`config.mk`:
```
export PLATFORM = sky130hd
export DESIGN_NAME = day08_pair_scheduler
export DESIGN_NICKNAME = d
export VERILOG_FILES = /design/src/rtl/day08_pkg.sv /design/src/rtl/day08_point_store.sv /design/src/rtl/day08_pair_scheduler.sv
export SDC_FILE = /design/constraint.sdc
export NUM_CORES = 2
export LEC_CHECK = 0
export CAP_MARGIN = 30
export CORE_MARGIN = 2
export CORE_UTILIZATION = 43
export CTS_CLUSTER_DIAMETER = 100
export DETAILED_ROUTE_END_ITERATION = 8
export HOLD_SLACK_MARGIN = 0.12
export PLACE_DENSITY = 0.6
export SYNTH_ARGS = -nofsm -noshare
export SYNTH_HDL_FRONTEND = slang
export SYNTH_SLANG_ARGS = --single-unit
```
`constraint.sdc`:
```
create_clock -name clk -period 6.85 [get_ports clk]
set_input_delay 0.685 -clock clk [delete_from_list [all_inputs] [get_ports clk]]
set_output_delay 0.685 -clock clk [all_outputs]
set_load 0.02 [all_outputs]
```
`src/rtl/day08_pkg.sv`:
```
// ============================================================================
//  Module      : day08_pkg
//  Description : Shared types for the day-08 pair scheduler: coordinate and
//                point types plus the scheduler state encoding.
//  Revision    : 1.0 - initial release
// ============================================================================
`default_nettype none

package day08_pkg;

    localparam int DAY08_COORD_BIT_WIDTH = 32;
    localparam int DAY08_DIMENSIONS      = 3;

    typedef logic [DAY08_COORD_BIT_WIDTH-1:0] coord_t;
    typedef coord_t [0:DAY08_DIMENSIONS-1]    point_t;

    typedef enum logic [1:0] {
        LOAD   = 2'd0,
        STREAM = 2'd1,
        DONE   = 2'd2
    } state_t;

endpackage : day08_pkg

`default_nettype wire

```
`src/rtl/day08_point_store.sv`:
```
// ============================================================================
//  Module      : day08_point_store
//  Description : Register-based point store. One synchronous write port and
//                READ_PORTS combinational read ports. A read address at or
//                beyond DEPTH returns all zeros.
//  Ports       : clk, rst_n      - clock, async active-low reset
//                wr_en/addr/data - write port
//                rd_addr/rd_data - combinational read ports (one extra
//                                  address bit so callers need not clamp)
//  Revision    : 1.0 - initial release
// ============================================================================
`default_nettype none

module day08_point_store #(
    parameter int  DEPTH           = 10,
    parameter int  COORD_BIT_WIDTH = 32,
    parameter int  DIMENSIONS      = 3,
    parameter int  READ_PORTS      = 2,
    localparam int AW              = $clog2(DEPTH),
    localparam int RAW             = AW + 1
) (
    input  logic                                                  clk,
    input  logic                                                  rst_n,
    input  logic                                                  wr_en,
    input  logic [AW-1:0]                                         wr_addr,
    input  logic [0:DIMENSIONS-1][COORD_BIT_WIDTH-1:0]            wr_data,
    input  logic [0:READ_PORTS-1][RAW-1:0]                        rd_addr,
    output logic [0:READ_PORTS-1][0:DIMENSIONS-1][COORD_BIT_WIDTH-1:0] rd_data
);

    logic [0:DIMENSIONS-1][COORD_BIT_WIDTH-1:0] r_mem [0:DEPTH-1];

    always_ff @(posedge clk or negedge rst_n) begin
        if (!rst_n) begin
            for (int i = 0; i < DEPTH; i++) begin
                r_mem[i] <= '0;
            end
        end else if (wr_en) begin
            r_mem[wr_addr] <= wr_data;
        end
    end

    for (genvar g = 0; g < READ_PORTS; g++) begin : g_rd
        assign rd_data[g] = (rd_addr[g] < RAW'(DEPTH)) ? r_mem[rd_addr[g][AW-1:0]] : '0;
    end

endmodule : day08_point_store

`default_nettype wire

```
`src/rtl/day08_pair_scheduler.sv`:
```
// ============================================================================
//  Module      : day08_pair_scheduler
//  Description : Loads a point list through a valid/ready handshake, then
//                streams, for every reference point i, the points i..N-1 as
//                BATCH_SIZE-wide beats so each unordered pair appears once
//                (the self pair in slot 0 is filtered downstream).
//  Ports       : clk, rst_n                  - clock, async active-low reset
//                load_valid/ready/coord/last - point load handshake
//                in_ready                    - downstream beat acceptance
//                batch_*                     - registered output beat
//                node_count                  - number of points loaded
//                done                        - whole stream accepted
//                beat_count                  - accepted beats (stats build)
//  Options     : DAY08_PAIR_SCHED_STATS_EN adds the saturating 16-bit
//                beat_count output.
//  Revision    : 1.0 - initial release
// ============================================================================
`default_nettype none

module day08_pair_scheduler
    import day08_pkg::*;
#(
    parameter int  MAX_NODE_COUNT  = 10,
    parameter int  COORD_BIT_WIDTH = DAY08_COORD_BIT_WIDTH,
    parameter int  DIMENSIONS      = DAY08_DIMENSIONS,
    parameter int  BATCH_SIZE      = 2,
    localparam int INDEX_BIT_WIDTH = $clog2(MAX_NODE_COUNT)
) (
    input  logic                                                       clk,
    input  logic                                                       rst_n,
    input  logic                                                       load_valid,
    output logic                                                       load_ready,
    input  logic [0:DIMENSIONS-1][COORD_BIT_WIDTH-1:0]                 load_coord,
    input  logic                                                       load_last,
    input  logic                                                       in_ready,
    output logic [0:BATCH_SIZE-1][0:DIMENSIONS-1][COORD_BIT_WIDTH-1:0] batch_coords,
    output logic [0:BATCH_SIZE-1][INDEX_BIT_WIDTH-1:0]                 batch_indices,
    output logic [BATCH_SIZE-1:0]                                      batch_valid,
    output logic                                                       batch_line_end,
    output logic                                                       batch_stream_end,
    output logic [INDEX_BIT_WIDTH:0]                                   node_count,
    output logic                                                       done
`ifdef DAY08_PAIR_SCHED_STATS_EN
    ,
    output logic [15:0]                                                beat_count
`endif
);

    // Counters and comparisons carry one extra bit so cur+k never wraps at
    // MAX_NODE_COUNT.
    localparam int                 C_CNT_W     = INDEX_BIT_WIDTH + 1;
    localparam logic [C_CNT_W-1:0] C_LAST_SLOT = C_CNT_W'(MAX_NODE_COUNT - 1);
    localparam logic [C_CNT_W-1:0] C_BATCH     = C_CNT_W'(BATCH_SIZE);
    localparam logic [C_CNT_W-1:0] C_TWO       = C_CNT_W'(2);

    state_t                                                     r_state;
    state_t                                                     w_state_nxt;
    logic [C_CNT_W-1:0]                                         r_node_count;
    logic [C_CNT_W-1:0]                                         w_count_nxt;
    logic [C_CNT_W-1:0]                                         r_ref;
    logic [C_CNT_W-1:0]                                         w_ref_nxt;
    logic [C_CNT_W-1:0]                                         r_cur;
    logic [C_CNT_W-1:0]                                         w_cur_nxt;
    logic [C_CNT_W-1:0]                                         w_n_eff;
    logic                                                       w_wr_en;
    logic                                                       w_present;
    logic                                                       w_clear;
    logic                                                       w_accept;

    logic [0:BATCH_SIZE-1][C_CNT_W-1:0]                         w_rd_addr;
    logic [0:BATCH_SIZE-1][0:DIMENSIONS-1][COORD_BIT_WIDTH-1:0] w_store_data;
    logic [0:BATCH_SIZE-1][0:DIMENSIONS-1][COORD_BIT_WIDTH-1:0] w_slot_coords;
    logic [0:BATCH_SIZE-1][INDEX_BIT_WIDTH-1:0]                 w_slot_index;
    logic [BATCH_SIZE-1:0]                                      w_slot_valid;
    logic                                                       w_line_end;
    logic                                                       w_stream_end;

    logic [0:BATCH_SIZE-1][0:DIMENSIONS-1][COORD_BIT_WIDTH-1:0] r_batch_coords;
    logic [0:BATCH_SIZE-1][INDEX_BIT_WIDTH-1:0]                 r_batch_indices;
    logic [BATCH_SIZE-1:0]                                      r_batch_valid;
    logic                                                       r_batch_line_end;
    logic                                                       r_batch_stream_end;

    assign w_accept = (r_state == STREAM) && (|r_batch_valid) && in_ready;

    // ------------------------------------------------------------------------
    // Next-state logic. The output beat is registered, so the beat for the
    // next (cur, ref) is built combinationally and captured whenever
    // w_present is set: on the final load handshake and on each acceptance
    // that is not the stream end.
    // ------------------------------------------------------------------------
    always_comb begin
        w_state_nxt = r_state;
        w_count_nxt = r_node_count;
        w_ref_nxt   = r_ref;
        w_cur_nxt   = r_cur;
        w_n_eff     = r_node_count;
        w_wr_en     = 1'b0;
        w_present   = 1'b0;
        w_clear     = 1'b0;

        case (r_state)
            LOAD: begin
                if (load_valid) begin
                    w_wr_en     = 1'b1;
                    w_count_nxt = r_node_count + 1'b1;
                    // Filling the last slot ends the load even without load_last.
                    if (load_last || (r_node_count == C_LAST_SLOT)) begin
                        w_state_nxt = STREAM;
                        w_ref_nxt   = '0;
                        w_cur_nxt   = '0;
                        w_n_eff     = r_node_count + 1'b1;
                        w_present   = 1'b1;
                    end
                end
            end
            STREAM: begin
                if (w_accept) begin
                    if (r_batch_stream_end) begin
                        w_state_nxt = DONE;
                        w_clear     = 1'b1;
                    end else begin
                        if (r_batch_line_end) begin
                            w_ref_nxt = r_ref + 1'b1;
                            w_cur_nxt = r_ref + 1'b1;
                        end else begin
                            w_cur_nxt = r_cur + C_BATCH;
                        end
                        w_present = 1'b1;
                    end
                end
            end
            DONE: begin
            end
            default: begin
                w_state_nxt = LOAD;
            end
        endcase
    end

    day08_point_store #(
        .DEPTH           (MAX_NODE_COUNT),
        .COORD_BIT_WIDTH (COORD_BIT_WIDTH),
        .DIMENSIONS      (DIMENSIONS),
        .READ_PORTS      (BATCH_SIZE)
    ) u_store (
        .clk     (clk),
        .rst_n   (rst_n),
        .wr_en   (w_wr_en),
        .wr_addr (r_node_count[INDEX_BIT_WIDTH-1:0]),
        .wr_data (load_coord),
        .rd_addr (w_rd_addr),
        .rd_data (w_store_data)
    );

    // Beat construction. The first beat is built in the same cycle the last
    // point is written, so a read of that slot takes the incoming load data.
    for (genvar g = 0; g < BATCH_SIZE; g++) begin : g_slot
        assign w_rd_addr[g]     = w_cur_nxt + C_CNT_W'(g);
        assign w_slot_coords[g] = (w_wr_en && (w_rd_addr[g] == r_node_count)) ?
                                  load_coord : w_store_data[g];
        assign w_slot_valid[g]  = (w_rd_addr[g] < w_n_eff);
        assign w_slot_index[g]  = w_rd_addr[g][INDEX_BIT_WIDTH-1:0];
    end

    assign w_line_end   = ((w_cur_nxt + C_BATCH) >= w_n_eff);
    // Last line is ref = N-2; for N=1 the single line (ref 0) also ends it.
    assign w_stream_end = w_line_end && ((w_ref_nxt + C_TWO) >= w_n_eff);

    always_ff @(posedge clk or negedge rst_n) begin
        if (!rst_n) begin
            r_state            <= LOAD;
            r_node_count       <= '0;
            r_ref              <= '0;
            r_cur              <= '0;
            r_batch_coords     <= '0;
            r_batch_indices    <= '0;
            r_batch_valid      <= '0;
            r_batch_line_end   <= 1'b0;
            r_batch_stream_end <= 1'b0;
        end else begin
            r_state      <= w_state_nxt;
            r_node_count <= w_count_nxt;
            r_ref        <= w_ref_nxt;
            r_cur        <= w_cur_nxt;
            if (w_present) begin
                r_batch_coords     <= w_slot_coords;
                r_batch_indices    <= w_slot_index;
                r_batch_valid      <= w_slot_valid;
                r_batch_line_end   <= w_line_end;
                r_batch_stream_end <= w_stream_end;
            end else if (w_clear) begin
                r_batch_valid      <= '0;
                r_batch_line_end   <= 1'b0;
                r_batch_stream_end <= 1'b0;
            end
        end
    end

    assign load_ready       = (r_state == LOAD);
    assign done             = (r_state == DONE);
    assign node_count       = r_node_count;
    assign batch_coords     = r_batch_coords;
    assign batch_indices    = r_batch_indices;
    assign batch_valid      = r_batch_valid;
    assign batch_line_end   = r_batch_line_end;
    assign batch_stream_end = r_batch_stream_end;

`ifdef DAY08_PAIR_SCHED_STATS_EN
    logic [15:0] r_beat_count;

    always_ff @(posedge clk or negedge rst_n) begin
        if (!rst_n) begin
            r_beat_count <= '0;
        end else if (w_accept && (r_beat_count != 16'hFFFF)) begin
            r_beat_count <= r_beat_count + 16'd1;
        end
    end

    assign beat_count = r_beat_count;
`endif

endmodule : day08_pair_scheduler

`default_nettype wire

```
==> impl_metrics.env <==
export IMPL_outcome="finished clean"
export IMPL_numCtsBuffers=136
export IMPL_setup_viol=0
export IMPL_cp_end_kind="flip-flop"
export IMPL_cp_top_family="compound AO/OA/AOI/OAI gates"
export IMPL_rsz0062_at_grt="no"
export IMPL_max_slew_margin_rel_pct=30.1
export IMPL_drv_slew=0
export IMPL_cap_violations=0
export IMPL_seq_area_frac_synth_pct=48.2
export IMPL_grt_pass1_vias=44200
export IMPL_crit_chain="inv_1 > ha_1 > and4bb_1 > o21a_2 > a21oi_1 > buf_4 > ha_4 > nor3_1 > nor2_1 > o21a_1 > a2111oi_4 > buf_4 > a221o_1"
export IMPL_dr_total_vias=44800
export IMPL_hold_slack_ns=0.479
export IMPL_dr_pass1_iters=6
export IMPL_hold_start="batch_indices[4]"
export IMPL_synth_cell_types=67
export IMPL_wl_per_cell_um=27.0
export IMPL_synth_edf_count=0
export IMPL_fp_dieH_um=382
export IMPL_overflow=0
export IMPL_cpPeakStageDelay_ns=0.69
export IMPL_layout_setup_ws_ns=2.00
export IMPL_final_nets=5361
export IMPL_syn_inst=5238
export IMPL_drtIter0Drc=3915
export IMPL_io_buffers=311
export IMPL_clockBufferDepth=3
export IMPL_post_route_min_period_ns=4.85
export IMPL_die_area_mm2=0.146
export IMPL_clkSinkCount=1181
export IMPL_clock_fmax_mhz=206
export IMPL_dp_cells=6981
export IMPL_most_common_layout_cells="1181 x dfrtp_1, 962 x mux2_2, 696 x nand2_1"
export IMPL_fin_cells=7234
export IMPL_antenna_found_initial=14
export IMPL_final_common_cell="dfrtp_1"
export IMPL_synth_cell_area_mm2=0.0614
export IMPL_ff2ff_path_depth=13
export IMPL_timing_final_hold_violations=0
export IMPL_grt_start_max_net_pins=176
export IMPL_crit_arrival_ns=5.57
export IMPL_wl_um=195000
export IMPL_cts_max_level=4
export IMPL_die_w_um=382
export IMPL_start_kind="flip-flop"
export IMPL_finalCritPeriodShare_pct=70.8
export IMPL_grt_total_usage_pct=26.5
export IMPL_rows=138
export IMPL_synth_main_ff_cell="dfrtp_1"
export IMPL_clkTransAtPathRegs_ns=0.06
export IMPL_cts_tree="built"
export IMPL_crit_path_end="batch_coords[76]"
export IMPL_core_area_mm2=0.142
export IMPL_drc=0
export IMPL_post_cts_resized=0
export IMPL_critPathBufInv=3
export IMPL_clock_latency_ns=0.81
export IMPL_dp_hpwl_um=105000
export IMPL_root_buffer="clkbuf_16"
export IMPL_cp_common_cell="buf_4"
export IMPL_ioPinCount=312
export IMPL_ant_nets=0
export IMPL_worst_path_max_delay_cell="buf_4"
export IMPL_ys_warn_count=0
export IMPL_syn_avg_cell_area_um2=11.7
export IMPL_worst_slew_pin_slew_ns=1.05
export IMPL_gp_congestion=0.844
export IMPL_ir_drop_mv=0.713
export IMPL_worstReg2RegEnd="batch_coords[76]"
export IMPL_cp_startpoint="node_count[1]"
export IMPL_power_density_mw_per_mm2=546
export IMPL_vias_per_cell=6.20
export IMPL_drive_gt1_share_pct=28.1
export IMPL_crit_fanout=40
export IMPL_area_delta_synth_final_pct=15.2
export IMPL_dp_slack_ns=1.76
export IMPL_path_depth=13
export IMPL_finalSetupTns_ns=0
export IMPL_power_static_leakage_nw=30.6
export IMPL_async_flop_share_pct=100
export IMPL_grt_pass1_wl_um=293000
export IMPL_ys_seq_elements=1181
export IMPL_start_util_pct=43.3
export IMPL_hp_class="flip-flop to flip-flop"
export IMPL_r2r_start="node_count[1]"
export IMPL_crit_required_ns=7.57
export IMPL_syn_nets=5367
export IMPL_path_class="flip-flop to flip-flop"
export IMPL_ff2ff_setup_slack_ns=2.00
export IMPL_finClkSkew_ns=0.0427
-- how the worst min path moves through the flow --
stage | to | cells past startpoint
2_1_floorplan | batch_coords[0] | 0
3_3_place_gp | batch_indices[4] | 2
3_5_place_dp | batch_indices[4] | 2
4_1_cts | batch_indices[4] | 2
5_1_grt | batch_indices[2] | 2
6_report | batch_indices[4] | 2
-- metrics by stage --
stage	cell area [um2]	power (mW)	util, %
after global placement	65800	30.7	46.5
after detailed placement	66000	31.1	46.6
after floorplan	61400	24.3	-
after CTS	70700	38.7	49.9
final	70700	38.6	49.9
after global routing	70700	40.7	49.9
-- timing repair --
item	CTS	global route
setup buffers	0	0
hold buffers	1	0
endpoints found under the hold margin	131	0
endpoints found under the setup margin	0	0
-- layout make-up --
type	count	area [um2]
diodes	4	10.0
clock buffers	195	3920
clock inverters	51	716
fillers	12500	70900
inverters	13	63.8
multi-input cells	3492	29700
flip-flops and latches	1181	29600
well taps	1890	2360
repair buffers	408	4350
-- sequential cells by signal, summed over array words and instances (netlist names) --
name              count
batch_coords        192
r_state               2
batch_line_end        1
batch_stream_end      1
batch_indices         8
node_count            5
r_ref                 5
batch_valid           2
r_cur                 5
u_store.r_mem       960
-- synth_stat cells (23+ instances only) --
cell type	instances	area, um2
dfrtp_1	1181	29600
mux2_2	962	10800
nand2_1	704	2640
clkbuf_1	434	1630
nor2b_1	196	1230
mux4_2	193	4350
a211oi_1	191	1430
a311oi_1	190	1660
a21oi_1	111	556
nand3_1	110	551
o21ai_0	108	541
mux2i_1	103	1030
and3_1	99	619
nor3_1	98	490
a221o_1	96	961
a22oi_1	96	721
o211ai_1	96	721
buf_1	66	248
buf_2	43	215
ha_1	28	350
nor2_1	23	86.3
-- worst min-delay path: stages, from the launching register on --
cell     delay (ns)
dfrtp_1        0.34
nand2_1        0.04
o21ai_0        0.06
-- logic make-up after synthesis --
| kind of cell | Yosys count | synth area share (%) |
|---|---|---|
| and+or+nand+nor | 1263 | 9.61 |
| muxes | 1258 | 26.4 |
| DFF | 1181 | 48.2 |
| AOI/OAI and AO/OA | 920 | 11.3 |
| buffers and inverters | 565 | 3.63 |
| adders and majority gates | 29 | 0.587 |
| xor gates and xnor gates | 22 | 0.345 |
-- power breakdown --
| group | internal (mW) | leakage, nW | switching (mW) |
|---|---|---|---|
| clock network | 4.34 | 2.26 | 3.13 |
| logic | 8.04 | 12.7 | 11.0 |
| registers | 9.84 | 15.7 | 2.29 |
-- per-layer routing --
layer / global-route usage [%] / routed length (um) / vias to the layer above
li1: - / - / 19400
met1: 36.8 / 85200 / 23500
met2: 41.7 / 90700 / 1557
met3: 4.96 / 13300 / 339
met4: 9.08 / 5960 / 20
met5: 0 / 120 / -
No activity file was read; power rests on OpenSTA's default activity.
